--- config.mk ---
export PLATFORM = sky130hd
export DESIGN_NAME = sqrt_ctrl_flat
export DESIGN_NICKNAME = d
export VERILOG_FILES = /design/src/rtl/sqrt_pkg.sv /design/src/rtl/sqrt_ctrl_if.sv /design/src/rtl/sqrt_ctrl.sv /design/src/flat_wrapper.sv
export SDC_FILE = /design/constraint.sdc
export NUM_CORES = 1
export LEC_CHECK = 0
export CORE_AREA = 3 3 40 42
export CTS_CLUSTER_SIZE = 20
export DETAILED_ROUTE_END_ITERATION = 8
export DIE_AREA = 0 0 43 45
export GPL_TIMING_DRIVEN = 0
export PLACE_DENSITY = 0.51
export REMOVE_ABC_BUFFERS = 1
export SYNTH_ARGS = -nofsm -noshare
export SYNTH_HDL_FRONTEND = slang
export SYNTH_SLANG_ARGS = --single-unit
--- constraint.sdc ---
create_clock -name clk -period 1.8 [get_ports clk]
set_clock_uncertainty 0.2 [all_clocks]
set_input_delay 0.27 -clock clk [delete_from_list [all_inputs] [get_ports clk]]
set_output_delay 0.27 -clock clk [all_outputs]
set_load 0.05 [all_outputs]
--- src/rtl/sqrt_pkg.sv ---
`default_nettype none
// ============================================================================
//  Module   : sqrt_pkg
//  Purpose  : Shared widths, default limits and FSM state encoding for the
//             16-bit integer square-root controller.
//  Revision : 1.0  initial release
// ============================================================================
package sqrt_pkg;

    localparam int SQRT_W       = 16;
    localparam int ROOT_W       = 10;
    localparam int DEF_MAX_ITER = 255;
    localparam int DEF_CNT_W    = 9;

    localparam int STATE_W = 3;

    localparam logic [STATE_W-1:0] IDLE   = 3'd0;
    localparam logic [STATE_W-1:0] INIT   = 3'd1;
    localparam logic [STATE_W-1:0] TEST   = 3'd2;
    localparam logic [STATE_W-1:0] UPDATE = 3'd3;
    localparam logic [STATE_W-1:0] FIN    = 3'd4;

endpackage : sqrt_pkg
`default_nettype wire

--- src/rtl/sqrt_ctrl_if.sv ---
`default_nettype none
// ============================================================================
//  Module   : sqrt_ctrl_if
//  Purpose  : Request/strobe bundle between the requester/datapath side
//             (master) and the square-root sequencer (slave).
//  Revision : 1.0  initial release
// ============================================================================
interface sqrt_ctrl_if;

    logic start;
    logic lteflg;
    logic busy;
    logic done;
    logic dp_init;
    logic ald;
    logic sqld;
    logic dld;
    logic outld;
    logic guard_hit;

    modport master (
        output start,
        output lteflg,
        input  busy,
        input  done,
        input  dp_init,
        input  ald,
        input  sqld,
        input  dld,
        input  outld,
        input  guard_hit
    );

    modport slave (
        input  start,
        input  lteflg,
        output busy,
        output done,
        output dp_init,
        output ald,
        output sqld,
        output dld,
        output outld,
        output guard_hit
    );

endinterface : sqrt_ctrl_if
`default_nettype wire

--- src/rtl/sqrt_ctrl.sv ---
`default_nettype none
// ============================================================================
//  Module   : sqrt_ctrl
//  Purpose  : FSM sequencing the 16-bit integer square-root datapath
//             (operand/sq/del/root registers, sq<=a compare).
//  Option   : SQRT_CTRL_GUARD_EN enables the iteration guard for a >= 65025.
//  Revision : 1.0  initial release
// ============================================================================
module sqrt_ctrl
    import sqrt_pkg::*;
#(
    parameter int MAX_ITER = DEF_MAX_ITER,
    parameter int CNT_W    = DEF_CNT_W
) (
    input  wire logic     clk,
    input  wire logic     reset,
    sqrt_ctrl_if.slave    bus
);

    localparam logic [CNT_W-1:0] C_MAX_ITER = CNT_W'(MAX_ITER);

    logic [STATE_W-1:0] r_state;
    logic [STATE_W-1:0] w_next;
    logic [CNT_W-1:0]   r_cnt;
    logic               r_done;
    logic               w_guard_stop;

`ifdef SQRT_CTRL_GUARD_EN
    logic               r_guard_hit;

    // sq wraps to 0 once the root reaches 255, so the compare alone never ends the job
    assign w_guard_stop = (r_state == TEST) && bus.lteflg && (r_cnt == C_MAX_ITER);

    always_ff @(posedge clk) begin
        if (reset) begin
            r_guard_hit <= 1'b0;
        end else if (r_state == INIT) begin
            r_guard_hit <= 1'b0;
        end else if (w_guard_stop) begin
            r_guard_hit <= 1'b1;
        end
    end

    assign bus.guard_hit = r_guard_hit;
`else
    assign w_guard_stop  = 1'b0;
    assign bus.guard_hit = 1'b0;
`endif

    always_comb begin
        w_next = r_state;
        case (r_state)
            IDLE:    if (bus.start) w_next = INIT;
            INIT:    w_next = TEST;
            TEST: begin
                if (bus.lteflg && !w_guard_stop) begin
                    w_next = UPDATE;
                end else begin
                    w_next = FIN;
                end
            end
            UPDATE:  w_next = TEST;
            FIN:     w_next = IDLE;
            default: w_next = IDLE;
        endcase
    end

    always_ff @(posedge clk) begin
        if (reset) begin
            r_state <= IDLE;
        end else begin
            r_state <= w_next;
        end
    end

    // Update counter saturates instead of wrapping
    always_ff @(posedge clk) begin
        if (reset) begin
            r_cnt <= '0;
        end else if (r_state == INIT) begin
            r_cnt <= '0;
        end else if ((r_state == UPDATE) && (r_cnt != C_MAX_ITER)) begin
            r_cnt <= r_cnt + 1'b1;
        end
    end

    always_ff @(posedge clk) begin
        if (reset) begin
            r_done <= 1'b0;
        end else begin
            r_done <= (r_state == FIN);
        end
    end

    // dp_init also follows reset so sq/del hold their seed values while held
    assign bus.dp_init = reset | (r_state == INIT);
    assign bus.busy    = (r_state != IDLE);
    assign bus.ald     = (r_state == INIT);
    assign bus.sqld    = (r_state == UPDATE);
    assign bus.dld     = (r_state == UPDATE);
    assign bus.outld   = (r_state == FIN);
    assign bus.done    = r_done;

endmodule : sqrt_ctrl
`default_nettype wire

--- src/flat_wrapper.sv ---
// flat-port wrapper written by rule: the top's interface ports become plain ports
module sqrt_ctrl_flat import sqrt_pkg::*;
#(
    parameter int MAX_ITER = DEF_MAX_ITER,
    parameter int CNT_W    = DEF_CNT_W
)
  (clk, reset, bus_start, bus_lteflg, bus_busy, bus_done, bus_dp_init, bus_ald, bus_sqld, bus_dld, bus_outld, bus_guard_hit);
  sqrt_ctrl_if bus_i ();
  input  wire logic clk;
  input  wire logic reset;
  input wire logic [$bits(bus_i.start)-1:0] bus_start;
  input wire logic [$bits(bus_i.lteflg)-1:0] bus_lteflg;
  output wire logic [$bits(bus_i.busy)-1:0] bus_busy;
  output wire logic [$bits(bus_i.done)-1:0] bus_done;
  output wire logic [$bits(bus_i.dp_init)-1:0] bus_dp_init;
  output wire logic [$bits(bus_i.ald)-1:0] bus_ald;
  output wire logic [$bits(bus_i.sqld)-1:0] bus_sqld;
  output wire logic [$bits(bus_i.dld)-1:0] bus_dld;
  output wire logic [$bits(bus_i.outld)-1:0] bus_outld;
  output wire logic [$bits(bus_i.guard_hit)-1:0] bus_guard_hit;
  assign bus_i.start = bus_start;
  assign bus_i.lteflg = bus_lteflg;
  assign bus_busy = bus_i.busy;
  assign bus_done = bus_i.done;
  assign bus_dp_init = bus_i.dp_init;
  assign bus_ald = bus_i.ald;
  assign bus_sqld = bus_i.sqld;
  assign bus_dld = bus_i.dld;
  assign bus_outld = bus_i.outld;
  assign bus_guard_hit = bus_i.guard_hit;
  sqrt_ctrl #(.MAX_ITER(MAX_ITER), .CNT_W(CNT_W)) u_core (.clk(clk), .reset(reset), .bus(bus_i));
endmodule
After elaboration in Yosys (flattened, before gate mapping)

Cells that the tools add are included.

Flip-flop bits (word level): 4
Output and inout bits: 8
Word-level logic and storage cells: 14

Equality and inequality tests: 5
Multiplexer cells: 3
Bitwise gates (word level): 1
Reduce and logical (&&, ||, !) cells: 3

Operators with widths:

| cell                                                | number |
|---|---|
| case mux 3 bit (3 select lines)                     | 1 |
| equality test 3 x 2 -> 1 bit, second input constant | 2 |
| two-way mux 3 bit                                   | 2 |
| equality test 3 x 1 -> 1 bit, second input constant | 1 |
| equality test 3 bit, second input constant          | 1 |
| logical NOT 3 bit                                   | 1 |
| nonzero test 3 bit                                  | 1 |
| inequality test 2 bit, second input constant        | 1 |
| OR reduction 2 bit                                  | 1 |
| OR 1 bit                                            | 1 |

Longest topological paths before layout

Depth in word-level cells: 3
Mapped depth: 2
Gate-level depth less buffers: 2

Worst setup path before layout

Ideal clock, no wire load.

Path kind: register to output
Start point: register u_core.r_state[0]
End point: output bus_dp_init
Arrival time: 1518 ps
Data required time: 1330 ps
Setup slack: -188 ps
Cell stages (with the launch flop): 3
Buffers on the path: 0
Cells stage by stage: dfxtp_1 > nor3b_2 > or2_2

Word-level cells in the longest chain between the ends: 2

RTL lines:

| element                      | RTL line           | RTL |
|---|---|---|
| from (decl)                  | sqrt_ctrl.sv:22    | `logic [STATE_W-1:0] r_state;` |
| from (signal assigned)       | sqrt_ctrl.sv:72    | `r_state <= w_next;` |
| equality test 3 x 1 -> 1 bit | --                 |  |
| net bus_ald                  | flat_wrapper.sv:16 | `output wire logic [$bits(bus_i.ald)-1:0] bus_ald;` |
| OR 1 bit                     | sqrt_ctrl.sv:96    | `assign bus.dp_init = reset \| (r_state == INIT);` |
| to (decl)                    | flat_wrapper.sv:15 | `output wire logic [$bits(bus_i.dp_init)-1:0] bus_dp_init;` |

The timed path passes the listed nets, and every way through them passes these cells.

Worst setup path in the final report

Start point: input reset
End point: output bus_dp_init

Word-level cells in the longest chain between the ends: 1

RTL lines:

| element     | RTL line           | RTL |
|---|---|---|
| from (decl) | flat_wrapper.sv:10 | `input wire logic reset;` |
| OR 1 bit    | sqrt_ctrl.sv:96    |  |

No other way between the ends.

==> results_dict.tcl <==
set metrics [dict create \
    synthCells 19 \
    internal_power_mw 0.191 \
    gp_congestion 0.651 \
    fin_ws_ns 0.0334 \
    drt_first_pass_iters 2 \
    place_ws_ns -0.465 \
    clock_tree.buffer_depth 2 \
    min_period_ns 1.77 \
    ys_top_cells_by_area "dfxtp_1 (40%), nor3b_2 (13%), buf_4 (7.5%)" \
    end_kind "primary output" \
    core_um2 1280 \
    path_max_fanout 5 \
    die_height_um 45 \
    grt_remaining_overflow 0 \
    ys_top_cells_by_count "dfxtp_1 (4), buf_4 (2), nor3b_2 (2)" \
    vdd_drop_max_v 0.000193 \
    cp-start-kind "input pin" \
    syn2layout_area_growth_pct 58.8 \
    clkSinkCount 4 \
    diodes 0 \
    clkLatencyLatePin_ns 0.23 \
    fmax_mhz 566 \
    leakagePower_nw 0.137 \
    rows 13 \
    syn_area_um2 200 \
    drv_cap 0 \
    postCtsHoldBufs 0 \
    p_sw_mw 0.0864 \
    crit_arrival_ns 1.30 \
    num_vias 179 \
    yosysTopAreaCellShare 0.400 \
    vias_per_cell 3.98 \
    ant_nets 0 \
    regArea_um2 83.8 \
    slew_violations 0 \
    die_w_um 43 \
    power_mw 0.277 \
    status "finished clean" \
    ys_ff_latch 4 \
    rsz0062_at_grt "no" \
    synthDistinctLibCells 14 \
    start_util 0.156 \
    p_sw_frac 0.312 \
    p_comb_frac 0.238 \
    finalCritPeriodShare 0.981 \
    ys.flop_type "dfxtp_1" \
    synth-edff-count 0 \
    die_area_um2 1940 \
    io-pin-count 12 \
    path_buf_inv 2 \
    power.share.sequential 0.366 \
    synth-seq-area-share 0.400 \
    yosysWarnings 0 \
    cp_cell_sequence "clkdlybuf4s50_1 > or2_2 > buf_2" \
    cpPeakStageDelay_ns 0.49 \
    grt_max_degree 8 \
    clk_pin_slew_ns 0.04 \
    grtUsageTotal 0.0649 \
    routed_wl_um 460 \
    synthArstFlopShare 0 \
    cts-root-buf "clkbuf_4" \
    postPlaceCellArea_um2 304 \
    htree_levels 1 \
    p_per_area_nw_per_um2 872 \
    criticalPathCategory "input pin to primary output" \
    cp_top_family "buffers and inverters" \
    antenna_found_initial 0 \
    cts_tree "built" \
    cpMaxStageDelayCell "clkdlybuf4s50_1" \
    grt_first_pass_wirelength_um 800 \
    fin_area_um2 318 \
    n_fill_cell 142 \
    critPathRequiredTime_ns 1.33 \
    port_buffers 10 \
    drive_gt1_frac 0.600 \
    drc 0 \
    yosysTopAreaCell "dfxtp_1" \
    nets 36 \
    cts_inserted_buffers 3 \
    hold_violations 0 \
    p_clk_frac 0.396 \
    routedWlPerCell_um 10.2 \
    tns_ns 0 \
    multi_input_area_um2 105 \
    hold_class "flip-flop to flip-flop" \
    grt_pass1_vias 189 \
    drtIter0Drc 3 \
    syn_avg_cell_area_um2 10.5 \
    cts_setup_buffers 0 \
    yosysMostFrequentCell "dfxtp_1" \
    setup-violations-final 0 \
]
==> repair_timing <==
item | CTS | global route
gates cloned | 0 | 0
hold endpoints to repair | 0 | 0
resized for setup | 22 | 6
endpoints found under the setup margin | 7 | 6
==> power by group through the flow <==
stage                     sequential [mW]  clock (mW)  combinational, mW
after floorplan                     0.101           0             0.0470
after global placement              0.101           0             0.0718
after detailed placement            0.102           0             0.0720
after CTS                           0.100       0.118             0.0681
after global routing                0.103       0.122             0.0702
final                               0.101       0.110             0.0659
==> registers in the layout (all words and copies together) (netlist names) <==
name             flops
u_core.r_state       3
u_core.bus.done      1
==> stage by stage <==
| step | utilization | hold slack, ns | std cells |
|---|---|---|---|
| 3_3_place_gp | 0.237 | 0.351 | 42 |
| 2_1_floorplan | - | 0.143 | 17 |
| 5_1_grt | 0.247 | 0.317 | 45 |
| 6_report | 0.247 | 0.292 | 45 |
| 3_5_place_dp | 0.237 | 0.361 | 42 |
| 4_1_cts | 0.253 | 0.371 | 45 |
==> worst reg2reg max path, stage by stage, from the launching register on <==
cell	delay (ns)
dfxtp_2	0.39
mux2i_1	0.24
nor4_2	0.05
==> worst paths after layout <==
check,startpoint,end,slack [ns],depth (start not counted)
max,reset,bus_dp_init,0.03,3
min,u_core.r_state[0],u_core.r_state[0],0.29,1
max reg2reg,u_core.r_state[1],u_core.r_state[0],0.81,2
min reg2reg,u_core.r_state[0],u_core.r_state[0],0.29,1
==> placed cells by master, fill, tap and decap left out, types with 2 or more instances in the layout <==
| cell | count |
|---|---|
| buf_2 | 3 |
| nor3b_2 | 2 |
| clkdlybuf4s50_1 | 3 |
| clkdlybuf4s15_2 | 3 |
| dfxtp_2 | 3 |
| clkbuf_4 | 3 |
==> layout make-up <==
cell class                      count  area share
Multi-Input combinational cell     13       0.331
Timing Repair Buffer               10       0.276
Sequential cell                     4       0.264
Clock buffer                        3      0.0709
Tap cell                           15      0.0591
==> layer usage <==
layer	global-route usage	up-vias	routed length, µm	share of wire
met5	0	-	0	0
met2	0.0868	10	194	0.42
met4	0.0723	0	0	0
met3	0.0558	0	54	0.12
met1	0.0554	80	212	0.46
li1	-	89	-	-
==> cell families after synthesis <==
family | after synthesis | share of synthesized area
flip-flops | 4 | 0.400
AND/OR/NAND/NOR | 10 | 0.431
buffers and inverters | 2 | 0.0750
multiplexers | 1 | 0.0500
other | 1 | 0.0187
AO/OA/AOI/OAI | 1 | 0.0250
(Power assumes the default switching activity.)
